[src/rtl/axil_ram_pkg.sv]
// Shared response codes, FSM state encodings and sizing helpers for the
// AXI4-Lite wide RAM port.
package axil_ram_pkg;

  localparam logic [1:0] RespOkay   = 2'd0;
  localparam logic [1:0] RespSlvErr = 2'd2;
  localparam logic [1:0] RespDecErr = 2'd3;

  typedef enum logic [1:0] {
    WIdle,
    WExec,
    WResp
  } wr_state_e;

  typedef enum logic [1:0] {
    RIdle,
    RIssue,
    RWait,
    RResp
  } rd_state_e;

  // Number of 32-bit lanes in a RAM word.
  function automatic int unsigned lane_count(input int unsigned dw);
    return dw / 32;
  endfunction

  // Ceiling log2; returns 0 for an input of 1.
  function automatic int unsigned log2c(input int unsigned v);
    int unsigned r;
    r = 0;
    for (int unsigned i = 0; i < 32; i++) begin
      if ((64'd1 << i) < 64'(v)) r = i + 1;
    end
    return r;
  endfunction

endpackage

[src/rtl/axil_ram_lane.sv]
// Lane steering between a 32-bit AXI word and a wide RAM word: byte-enable
// shift and data replication on insert, 32-bit slice select on extract.
module axil_ram_lane
  import axil_ram_pkg::*;
#(
  parameter int unsigned RAM_DW = 128
) (
  input  logic [((log2c(lane_count(RAM_DW)) > 0) ? log2c(lane_count(RAM_DW)) : 1)-1:0] wr_lane_i,
  input  logic [3:0]                                                                 wstrb_i,
  input  logic [31:0]                                                                wdata_i,
  output logic [RAM_DW/8-1:0]                                                        wbe_o,
  output logic [RAM_DW-1:0]                                                          wdata_o,
  input  logic [((log2c(lane_count(RAM_DW)) > 0) ? log2c(lane_count(RAM_DW)) : 1)-1:0] rd_lane_i,
  input  logic [RAM_DW-1:0]                                                          rdata_i,
  output logic [31:0]                                                                rdata_o
);

  localparam int unsigned Lanes = lane_count(RAM_DW);
  localparam int unsigned BeW   = RAM_DW / 8;

  logic [BeW-1:0] be_base;

  always_comb begin
    be_base      = '0;
    be_base[3:0] = wstrb_i;
    // Each lane owns four byte enables, so the shift is lane * 4.
    wbe_o        = be_base << {wr_lane_i, 2'b00};
    wdata_o      = {Lanes{wdata_i}};
    rdata_o      = rdata_i[{rd_lane_i, 5'b00000} +: 32];
  end

endmodule

[src/rtl/axil_wide_ram_port.sv]
// AXI4-Lite slave giving 32-bit access to a wide dual-port RAM: port A
// writes with byte enables, port B reads with a fixed latency.
module axil_wide_ram_port
  import axil_ram_pkg::*;
#(
  parameter int unsigned RAM_DW     = 128,
  parameter int unsigned RAM_AW     = 10,
  parameter int unsigned RD_LATENCY = 2
) (
  input  logic                clk,
  input  logic                reset,
  input  logic [31:0]         S_AXI_AWADDR,
  input  logic                S_AXI_AWVALID,
  output logic                S_AXI_AWREADY,
  input  logic [31:0]         S_AXI_WDATA,
  input  logic [3:0]          S_AXI_WSTRB,
  input  logic                S_AXI_WVALID,
  output logic                S_AXI_WREADY,
  output logic [1:0]          S_AXI_BRESP,
  output logic                S_AXI_BVALID,
  input  logic                S_AXI_BREADY,
  input  logic [31:0]         S_AXI_ARADDR,
  input  logic                S_AXI_ARVALID,
  output logic                S_AXI_ARREADY,
  output logic [31:0]         S_AXI_RDATA,
  output logic [1:0]          S_AXI_RRESP,
  output logic                S_AXI_RVALID,
  input  logic                S_AXI_RREADY,
  output logic                ram_we,
  output logic [RAM_DW/8-1:0] ram_wbe,
  output logic [RAM_AW-1:0]   ram_waddr,
  output logic [RAM_DW-1:0]   ram_wdata,
  output logic                ram_re,
  output logic [RAM_AW-1:0]   ram_raddr,
  input  logic [RAM_DW-1:0]   ram_rdata
);

  localparam int unsigned Lanes  = lane_count(RAM_DW);
  localparam int unsigned LB     = log2c(Lanes);
  localparam int unsigned LaneW  = (LB > 0) ? LB : 1;
  localparam int unsigned BeW    = RAM_DW / 8;
  localparam int unsigned TopBit = 2 + LB + RAM_AW;
  localparam logic [2:0]  LatCnt = 3'(RD_LATENCY);

  function automatic logic addr_ok(input logic [31:0] a);
    return (a >> TopBit) == 32'd0;
  endfunction

  function automatic logic [LaneW-1:0] lane_of(input logic [31:0] a);
    return (LB == 0) ? '0 : a[2 +: LaneW];
  endfunction

  function automatic logic [RAM_AW-1:0] word_of(input logic [31:0] a);
    return a[2 + LB +: RAM_AW];
  endfunction

  // ---------------------------------------------------------------- write
  wr_state_e         w_state_q, w_state_d;
  logic              aw_held_q, aw_held_d, w_held_q, w_held_d;
  logic [31:0]       awaddr_q, awaddr_d, wdata_q, wdata_d;
  logic [3:0]        wstrb_q, wstrb_d;
  logic              awready_q, awready_d, wready_q, wready_d;
  logic              bvalid_q, bvalid_d;
  logic [1:0]        bresp_q, bresp_d;
  logic              ram_we_q, ram_we_d;
  logic [BeW-1:0]    ram_wbe_q, ram_wbe_d;
  logic [RAM_AW-1:0] ram_waddr_q, ram_waddr_d;
  logic [RAM_DW-1:0] ram_wdata_q, ram_wdata_d;

  logic              aw_hs, w_hs;
  logic [31:0]       aw_addr_cur, wdata_cur;
  logic [3:0]        wstrb_cur;
  logic [LaneW-1:0]  aw_lane;
  logic [BeW-1:0]    wr_wbe;
  logic [RAM_DW-1:0] wr_wdata;
  logic [BeW-1:0]    unused_rd_wbe;
  logic [RAM_DW-1:0] unused_rd_wdata;
  logic [31:0]       unused_wr_rdata;

  assign aw_hs       = S_AXI_AWVALID & awready_q;
  assign w_hs        = S_AXI_WVALID & wready_q;
  // A channel captured this very cycle is not in its register yet.
  assign aw_addr_cur = aw_hs ? S_AXI_AWADDR : awaddr_q;
  assign wdata_cur   = w_hs ? S_AXI_WDATA : wdata_q;
  assign wstrb_cur   = w_hs ? S_AXI_WSTRB : wstrb_q;
  assign aw_lane     = lane_of(aw_addr_cur);

  axil_ram_lane #(
    .RAM_DW(RAM_DW)
  ) u_lane_wr (
    .wr_lane_i(aw_lane),
    .wstrb_i  (wstrb_cur),
    .wdata_i  (wdata_cur),
    .wbe_o    (wr_wbe),
    .wdata_o  (wr_wdata),
    .rd_lane_i('0),
    .rdata_i  ('0),
    .rdata_o  (unused_wr_rdata)
  );

  always_comb begin
    w_state_d   = w_state_q;
    aw_held_d   = aw_held_q;
    w_held_d    = w_held_q;
    awaddr_d    = awaddr_q;
    wdata_d     = wdata_q;
    wstrb_d     = wstrb_q;
    awready_d   = awready_q;
    wready_d    = wready_q;
    bvalid_d    = bvalid_q;
    bresp_d     = bresp_q;
    ram_we_d    = 1'b0;
    ram_wbe_d   = ram_wbe_q;
    ram_waddr_d = ram_waddr_q;
    ram_wdata_d = ram_wdata_q;

    unique case (w_state_q)
      WIdle: begin
        if (aw_hs) begin
          aw_held_d = 1'b1;
          awaddr_d  = S_AXI_AWADDR;
        end
        if (w_hs) begin
          w_held_d = 1'b1;
          wdata_d  = S_AXI_WDATA;
          wstrb_d  = S_AXI_WSTRB;
        end
        if (aw_held_d && w_held_d) begin
          w_state_d = WExec;
          aw_held_d = 1'b0;
          w_held_d  = 1'b0;
          awready_d = 1'b0;
          wready_d  = 1'b0;
          if (addr_ok(aw_addr_cur) && (wstrb_cur != 4'd0)) begin
            ram_we_d    = 1'b1;
            ram_wbe_d   = wr_wbe;
            ram_waddr_d = word_of(aw_addr_cur);
            ram_wdata_d = wr_wdata;
          end
        end else begin
          awready_d = ~aw_held_d;
          wready_d  = ~w_held_d;
        end
      end
      WExec: begin
        bvalid_d  = 1'b1;
        bresp_d   = addr_ok(awaddr_q) ? RespOkay : RespDecErr;
        w_state_d = WResp;
      end
      WResp: begin
        if (S_AXI_BREADY) begin
          bvalid_d  = 1'b0;
          bresp_d   = RespOkay;
          awready_d = 1'b1;
          wready_d  = 1'b1;
          w_state_d = WIdle;
        end
      end
      default: w_state_d = WIdle;
    endcase
  end

  always_ff @(posedge clk or posedge reset) begin
    if (reset) begin
      w_state_q   <= WIdle;
      aw_held_q   <= 1'b0;
      w_held_q    <= 1'b0;
      awaddr_q    <= '0;
      wdata_q     <= '0;
      wstrb_q     <= '0;
      awready_q   <= 1'b0;
      wready_q    <= 1'b0;
      bvalid_q    <= 1'b0;
      bresp_q     <= RespOkay;
      ram_we_q    <= 1'b0;
      ram_wbe_q   <= '0;
      ram_waddr_q <= '0;
      ram_wdata_q <= '0;
    end else begin
      w_state_q   <= w_state_d;
      aw_held_q   <= aw_held_d;
      w_held_q    <= w_held_d;
      awaddr_q    <= awaddr_d;
      wdata_q     <= wdata_d;
      wstrb_q     <= wstrb_d;
      awready_q   <= awready_d;
      wready_q    <= wready_d;
      bvalid_q    <= bvalid_d;
      bresp_q     <= bresp_d;
      ram_we_q    <= ram_we_d;
      ram_wbe_q   <= ram_wbe_d;
      ram_waddr_q <= ram_waddr_d;
      ram_wdata_q <= ram_wdata_d;
    end
  end

  // ----------------------------------------------------------------- read
  rd_state_e         r_state_q, r_state_d;
  logic              arready_q, arready_d;
  logic [LaneW-1:0]  ar_lane_q, ar_lane_d;
  logic              ram_re_q, ram_re_d;
  logic [RAM_AW-1:0] ram_raddr_q, ram_raddr_d;
  logic [2:0]        cnt_q, cnt_d;
  logic              rvalid_q, rvalid_d;
  logic [31:0]       rdata_q, rdata_d;
  logic [1:0]        rresp_q, rresp_d;
  logic              ar_hs;
  logic [31:0]       rd_slice;

  assign ar_hs = S_AXI_ARVALID & arready_q;

  axil_ram_lane #(
    .RAM_DW(RAM_DW)
  ) u_lane_rd (
    .wr_lane_i('0),
    .wstrb_i  ('0),
    .wdata_i  ('0),
    .wbe_o    (unused_rd_wbe),
    .wdata_o  (unused_rd_wdata),
    .rd_lane_i(ar_lane_q),
    .rdata_i  (ram_rdata),
    .rdata_o  (rd_slice)
  );

  always_comb begin
    r_state_d   = r_state_q;
    arready_d   = arready_q;
    ar_lane_d   = ar_lane_q;
    ram_re_d    = 1'b0;
    ram_raddr_d = ram_raddr_q;
    cnt_d       = cnt_q;
    rvalid_d    = rvalid_q;
    rdata_d     = rdata_q;
    rresp_d     = rresp_q;

    unique case (r_state_q)
      RIdle: begin
        arready_d = 1'b1;
        if (ar_hs) begin
          arready_d = 1'b0;
          ar_lane_d = lane_of(S_AXI_ARADDR);
          if (addr_ok(S_AXI_ARADDR)) begin
            ram_re_d    = 1'b1;
            ram_raddr_d = word_of(S_AXI_ARADDR);
            r_state_d   = RIssue;
          end else begin
            rvalid_d  = 1'b1;
            rdata_d   = '0;
            rresp_d   = RespDecErr;
            r_state_d = RResp;
          end
        end
      end
      RIssue: begin
        cnt_d     = LatCnt;
        r_state_d = RWait;
      end
      RWait: begin
        cnt_d = cnt_q - 3'd1;
        if (cnt_d == 3'd0) begin
          rdata_d   = rd_slice;
          rresp_d   = RespOkay;
          rvalid_d  = 1'b1;
          r_state_d = RResp;
        end
      end
      RResp: begin
        if (S_AXI_RREADY) begin
          rvalid_d  = 1'b0;
          arready_d = 1'b1;
          r_state_d = RIdle;
        end
      end
      default: r_state_d = RIdle;
    endcase
  end

  always_ff @(posedge clk or posedge reset) begin
    if (reset) begin
      r_state_q   <= RIdle;
      arready_q   <= 1'b0;
      ar_lane_q   <= '0;
      ram_re_q    <= 1'b0;
      ram_raddr_q <= '0;
      cnt_q       <= '0;
      rvalid_q    <= 1'b0;
      rdata_q     <= '0;
      rresp_q     <= RespOkay;
    end else begin
      r_state_q   <= r_state_d;
      arready_q   <= arready_d;
      ar_lane_q   <= ar_lane_d;
      ram_re_q    <= ram_re_d;
      ram_raddr_q <= ram_raddr_d;
      cnt_q       <= cnt_d;
      rvalid_q    <= rvalid_d;
      rdata_q     <= rdata_d;
      rresp_q     <= rresp_d;
    end
  end

  assign S_AXI_AWREADY = awready_q;
  assign S_AXI_WREADY  = wready_q;
  assign S_AXI_BVALID  = bvalid_q;
  assign S_AXI_BRESP   = bresp_q;
  assign S_AXI_ARREADY = arready_q;
  assign S_AXI_RVALID  = rvalid_q;
  assign S_AXI_RDATA   = rdata_q;
  assign S_AXI_RRESP   = rresp_q;
  assign ram_we        = ram_we_q;
  assign ram_wbe       = ram_wbe_q;
  assign ram_waddr     = ram_waddr_q;
  assign ram_wdata     = ram_wdata_q;
  assign ram_re        = ram_re_q;
  assign ram_raddr     = ram_raddr_q;

endmodule

[config.mk]
export PLATFORM = sky130hd
export DESIGN_NAME = axil_wide_ram_port
export DESIGN_NICKNAME = d
export VERILOG_FILES = /design/src/rtl/axil_ram_pkg.sv /design/src/rtl/axil_ram_lane.sv /design/src/rtl/axil_wide_ram_port.sv
export SDC_FILE = /design/constraint.sdc
export NUM_CORES = 1
export LEC_CHECK = 0
export BUFFER_PORTS_ARGS = -buffer_cell sky130_fd_sc_hd__buf_4
export CAP_MARGIN = 0
export CORE_MARGIN = 2
export CORE_UTILIZATION = 50
export CTS_BUF_LIST = sky130_fd_sc_hd__clkbuf_8
export CTS_CLUSTER_SIZE = 24
export DETAILED_ROUTE_END_ITERATION = 8
export PLACE_DENSITY = 0.75
export SLEW_MARGIN = 20
export SYNTH_ARGS = -nofsm -noshare
export SYNTH_HDL_FRONTEND = slang
export SYNTH_HIERARCHICAL = 1
export SYNTH_SLANG_ARGS = --single-unit
[constraint.sdc]
create_clock -name clk -period 14.7 [get_ports clk]
set_input_delay 0.735 -clock clk [delete_from_list [all_inputs] [get_ports clk]]
set_output_delay 0.735 -clock clk [all_outputs]
set_load 0.005 [all_outputs]
# Word-level counts from Yosys, hierarchy flattened
# Index checks and enable logic that the tools add are counted.
# totals
reg_bits	286
inputBits	235
output_inout_bits	207
elab_cells	118
# classes
n_addsub	1
n_eq_ne	11
n_shift	2
n_mux	49
bitwise_logic	5
n_reduce_logical	26
# op_table
op	n
32-bit two-way mux	5
128-bit by 8-bit indexed part select with 32-bit output	1
32-bit logical NOT	3
32-bit case mux with 2 select lines	1
1-bit two-way mux	22
2-bit two-way mux	10
4-bit by 4-bit << shifter with 16-bit output	1
2-bit inequality test (second input constant)	6
2-bit AND reduction	6
2-bit nonzero test	5
3-bit AND reduction	3
1-bit case mux with 2 select lines	4
2-bit case mux with 2 select lines	2
2-bit case mux with 4 select lines	1
2-bit equality test (second input constant)	3
2-bit case mux with 3 select lines	1
3-bit case mux with 2 select lines	1
5-bit AND reduction	1
2-bit by 1-bit equality test with 1-bit output (second input constant)	2
2-bit logical NOT	2
4-bit two-way mux	1
4-bit AND reduction	1
4-bit nonzero test	1
1-bit bitwise AND	3
6 further kinds	8

# Logic depth before layout (Yosys ltp)
# logic_depth
word_depth	7
depth_mapped	9
ltp_nobuf	7

# Hierarchy
# The synthesis kept the hierarchy.
# modules_own_cells
module	instances	cells_each	area_each_um2	seq_area_each_um2
axil_wide_ram_port	1	735	11623.6	7056.8
axil_ram_lane	2	185	1908.1	0.0

# Worst setup path after synthesis
# No wires, ideal clock.
# synth_path
kind	input to register
startpoint	in S_AXI_AWADDR[24]
endpoint	reg ram_wdata_q[0], in the netlist ram_wdata[0]
setup_time_ns	0.125
t_arrival_ns	2.532
required_time_ns	14.575
path_slack_ns	12.043
path_stages	8
path_buffers	3
path_cell_list	or4_1 or4_1 o21ai_1 nand3_1 buf_6 buf_12 buf_8 mux2_4
# synth_via
elab_chain_cells	4
# synth_rtl
element	line_no	text
from (decl)	axil_wide_ram_port.sv:12	input logic [31:0] S_AXI_AWADDR,
32-bit two-way mux	--	
32-bit logical NOT	axil_wide_ram_port.sv:46	return (a >> TopBit) == 32'd0;
1-bit logical AND	axil_wide_ram_port.sv:134	if (addr_ok(aw_addr_cur) && (wstrb_cur != 4'd0)) begin
3-bit AND reduction (no line)	--	
to (signal assigned)	axil_wide_ram_port.sv:193	ram_wdata_q <= ram_wdata_d;
to (decl)	axil_wide_ram_port.sv:68	logic [RAM_DW-1:0] ram_wdata_q, ram_wdata_d;
# Every way passes these cells.
# A chain may end at the register's enable or synchronous reset.

# Final worst setup path
# layout_path
startpoint	reg awready_q, in the netlist S_AXI_AWREADY
endpoint	reg ram_wdata_q[7], in the netlist ram_wdata[7]
# layout_via
elab_chain_cells	5
word_cells_on_any_way	8
classes_between	mux (3); bitwise (1); reduce/logical (4)
# layout_rtl
element	line_no	text
from (decl)	axil_wide_ram_port.sv:62	logic awready_q, awready_d, wready_q, wready_d;
from (signal assigned)	axil_wide_ram_port.sv:186	awready_q <= awready_d;
1-bit bitwise AND (*)	axil_wide_ram_port.sv:80	assign aw_hs = S_AXI_AWVALID & awready_q;
32-bit two-way mux / 1-bit two-way mux (equally long branches)	--	
32-bit logical NOT / 1-bit two-way mux (equally long branches)	axil_wide_ram_port.sv:46, axil_wide_ram_port.sv:117	
1-bit logical AND, on equally long branches	axil_wide_ram_port.sv:134, axil_wide_ram_port.sv:128	
3-bit AND reduction (no line) (*)	--	
# Mark *: on every way between the ends. The rest lies on a longest branch, timed or not. The select of a mux whose other input is x is not followed.

==> run summary <==
========================================================================================================
Aggregate global routing overflow .........................................................            0
Data required time at the worst endpoint ..................................................     15120 ps
Worst Skew ................................................................................      28.6 ps
Final routed DRC violation total ..........................................................            0
Vias in the first global route ............................................................         8998
Slowest cell delay on critical path .......................................................       690 ps
Die Outline Area ..........................................................................   28400 um^2
Relative slew slack .......................................................................        0.396
Clock insertion delay at the later pin of the skew report .................................       550 ps
Leakage power figure ......................................................................   0.00891 uW
Yosys synthesis warning count .............................................................            6
GP Congestion .............................................................................        0.872
Width of the die ..........................................................................       168 um
Library cell used as clock root buffer .................................................... sky130_fd_sc_hd__clkbuf_8
Data arrival time of the critical path ....................................................      4480 ps
Part of the power in the clock network ....................................................        0.268
Routed len/inst ...........................................................................      20.6 um
TritonCTS clock tree ......................................................................         done
Clock H-tree levels .......................................................................            2
Switching fraction of total power .........................................................        0.307
Post-CTS repair timing setup buffer count .................................................            0
Maximum achievable frequency ..............................................................      246 MHz
Net load switching power ..................................................................       788 uW
Power per Cell Area .......................................................................  151 nW/um^2
Setup Viol. Count Final ...................................................................            0
Post-CTS clock slew at the launch and capture registers of the worst setup and hold paths .        60 ps
Peak fanout along the critical path .......................................................           77
Dpl ws ....................................................................................     10020 ps
Cell area after technology mapping ........................................................   13500 um^2
Synth Area per Inst .......................................................................    14.7 um^2
Worst voltage drop across the vdd grid ....................................................   0.000120 V
Post-synthesis instance total .............................................................          919
Resized cells post-CTS ....................................................................            0
Die Y .....................................................................................       168 um
Buffers from clock root to sink, at most ..................................................            3
Post-route setup TNS ......................................................................         0 ps
Power Internal ............................................................................      1780 uW
Floorplan Core Area .......................................................................   26700 um^2
Clock tree sinks ..........................................................................          282
Total Routing Usage GR ....................................................................        0.230
Crit start category .......................................................................         flop
Maximum Capacitance Violations ............................................................            0
Time the final worst path needs with I/O delays and setup .................................      4060 ps
Area growth syn-to-layout .................................................................        25.5%
Kind of path behind the tightest hold check ...............................................     in2async
Final-report max-slew violation count .....................................................            0
Seq pwr share .............................................................................        0.412
Final count of hold timing violations .....................................................            0
Setup repair after global routing missed its margin .......................................        false
Final Worst Setup Slack ...................................................................     10640 ps
Number of antenna violations at the first check in global routing .........................            1
Via count of the routed design ............................................................         8624
I/O pin count .............................................................................          442
Worst Path Class, Setup ...................................................................      reg2reg
TritonCTS buffer count ....................................................................           48
Number of buffers inserted for hold repair after clock tree synthesis .....................            0
Outcome ................................................................................... finished, final reports clean
Endpoint kind of the worst setup timing path ..............................................         flop
Highest-delay cell along the critical path ................................................ sky130_fd_sc_hd__a2111oi_1
Family of cells with the greatest summed delay on the critical path ....................... simple AND/OR/NAND/NOR gates
Relative contribution of combinational cells to total power ...............................        0.320
Pin count of the biggest net entering global routing ......................................          149
Count of buffering cells on the critical path with inverters included .....................            2
Drt first-iter violations .................................................................          532
WL final ..................................................................................     33300 um
Initial cell density of the core ..........................................................        0.506
Antenna viol nets, final ..................................................................            0
Total number of placement rows ............................................................           60
Share of post-route cells with drive strength above 1 .....................................        0.650
Syn Nets ..................................................................................         1160
Number of detailed-routing iterations run before antenna repair ...........................            4
Slew @ Worst Pin ..........................................................................       907 ps
Fin nets ..................................................................................         1481
Via density ...............................................................................         5.32
Crit-path cells ........................................................................... nand2_1 -> nand4b_1 -> a2111oi_1 -> nand3_4 -> buf_4 -> buf_6 -> mux2_4
Final cycle utilization of the critical path ..............................................        0.276
Count of port buffers added during placement ..............................................          437
Half-perimeter wire length of the detailed placement result ...............................     24400 um
First-pass GRT wire length ................................................................     50700 um
========================================================================================================
[final cells by class]
cell class	instances	area [um^2]
Antenna cell	1	2.50
Inverter	9	46.3
Clock inverter	26	105
Sequential cell	282	7060
Multi-Input combinational cell	452	5130
Fill cell	2078	9750
Timing Repair Buffer	447	3360
Clock buffer	62	853
Tap cell	341	427
[state kept, by name (all words and copies together) (netlist names)]
| name | cells |
|---|---|
| ram_we | 1 |
| S_AXI_RDATA | 32 |
| S_AXI_ARREADY | 1 |
| cnt_q | 3 |
| S_AXI_WREADY | 1 |
| S_AXI_RVALID | 1 |
| ram_wbe | 16 |
| ram_re | 1 |
| S_AXI_BVALID | 1 |
| awaddr_q | 30 |
| w_held_q | 1 |
| wstrb_q | 4 |
| ram_waddr | 10 |
| w_state_q | 2 |
| ram_wdata | 128 |
| ar_lane_q | 2 |
| S_AXI_RRESP | 1 |
| S_AXI_AWREADY | 1 |
| S_AXI_BRESP | 1 |
| aw_held_q | 1 |
| r_state_q | 2 |
| wdata_q | 32 |
| ram_raddr | 10 |
[layer usage]
| metal | GRT usage | share of wire | wire length (um) |
|---|---|---|---|
| met1 | 0.301 | 0.40 | 13300 |
| met2 | 0.370 | 0.49 | 16300 |
| met3 | 0.0664 | 0.081 | 2700 |
| met4 | 0.0828 | 0.031 | 1030 |
| met5 | 0 | 0 | 0 |
[layout by cell type, fill, tap and decap left out, types with 7 or more instances in the layout]
master                     count
sky130_fd_sc_hd__clkbuf_8     62
sky130_fd_sc_hd__mux2_4       60
sky130_fd_sc_hd__mux2_2      221
sky130_fd_sc_hd__and3b_1       8
sky130_fd_sc_hd__nor4_1        8
sky130_fd_sc_hd__nand3_1       7
sky130_fd_sc_hd__inv_1        31
sky130_fd_sc_hd__mux4_2       30
sky130_fd_sc_hd__dfrtp_1     281
sky130_fd_sc_hd__buf_4       446
sky130_fd_sc_hd__a22o_1       32
sky130_fd_sc_hd__and3_1        7
sky130_fd_sc_hd__o21ai_0       9
sky130_fd_sc_hd__nor2_1       14
[power groups by stage]
stage / Clock, uW / Sequential (uW) / Combinational [uW]
global placement: 0 / 1060 / 806
floorplan: 0 / 1020 / 848
finish: 687 / 1060 / 821
global route: 742 / 1080 / 895
detailed placement: 0 / 1070 / 830
CTS: 705 / 1060 / 830
[metrics by stage]
stage	utilization	total power [uW]	hold WS, ps	cells	instance area [um^2]
after detailed placement	0.599	1900	485	1531	16000
after global placement	0.599	1870	483	1531	16000
after CTS	0.635	2590	373	1619	17000
after floorplan	-	1870	475	919	13500
after global routing	0.635	2720	353	1620	17000
final	0.635	2570	267	1620	17000
[worst paths after layout]
path,cells after the start,start,end,slack [ps]
worst max-delay path,7,S_AXI_AWREADY$_DFFE_PP0P_,ram_wdata[7]$_DFFE_PP0P_,10640
worst min-delay path,2,reset,S_AXI_RDATA[8]$_DFFE_PP0P_,270
worst max register to register,7,S_AXI_AWREADY$_DFFE_PP0P_,ram_wdata[7]$_DFFE_PP0P_,10640
worst min register to register,1,wdata_q[21]$_DFFE_PP0P_,wdata_q[21]$_DFFE_PP0P_,500
max in group asynchronous,4,reset,ram_wdata[24]$_DFFE_PP0P_,12110
min in group clk,2,S_AXI_ARADDR[12],ram_raddr[8]$_DFFE_PP0P_,410
No activity file was read; power rests on OpenSTA's default activity.
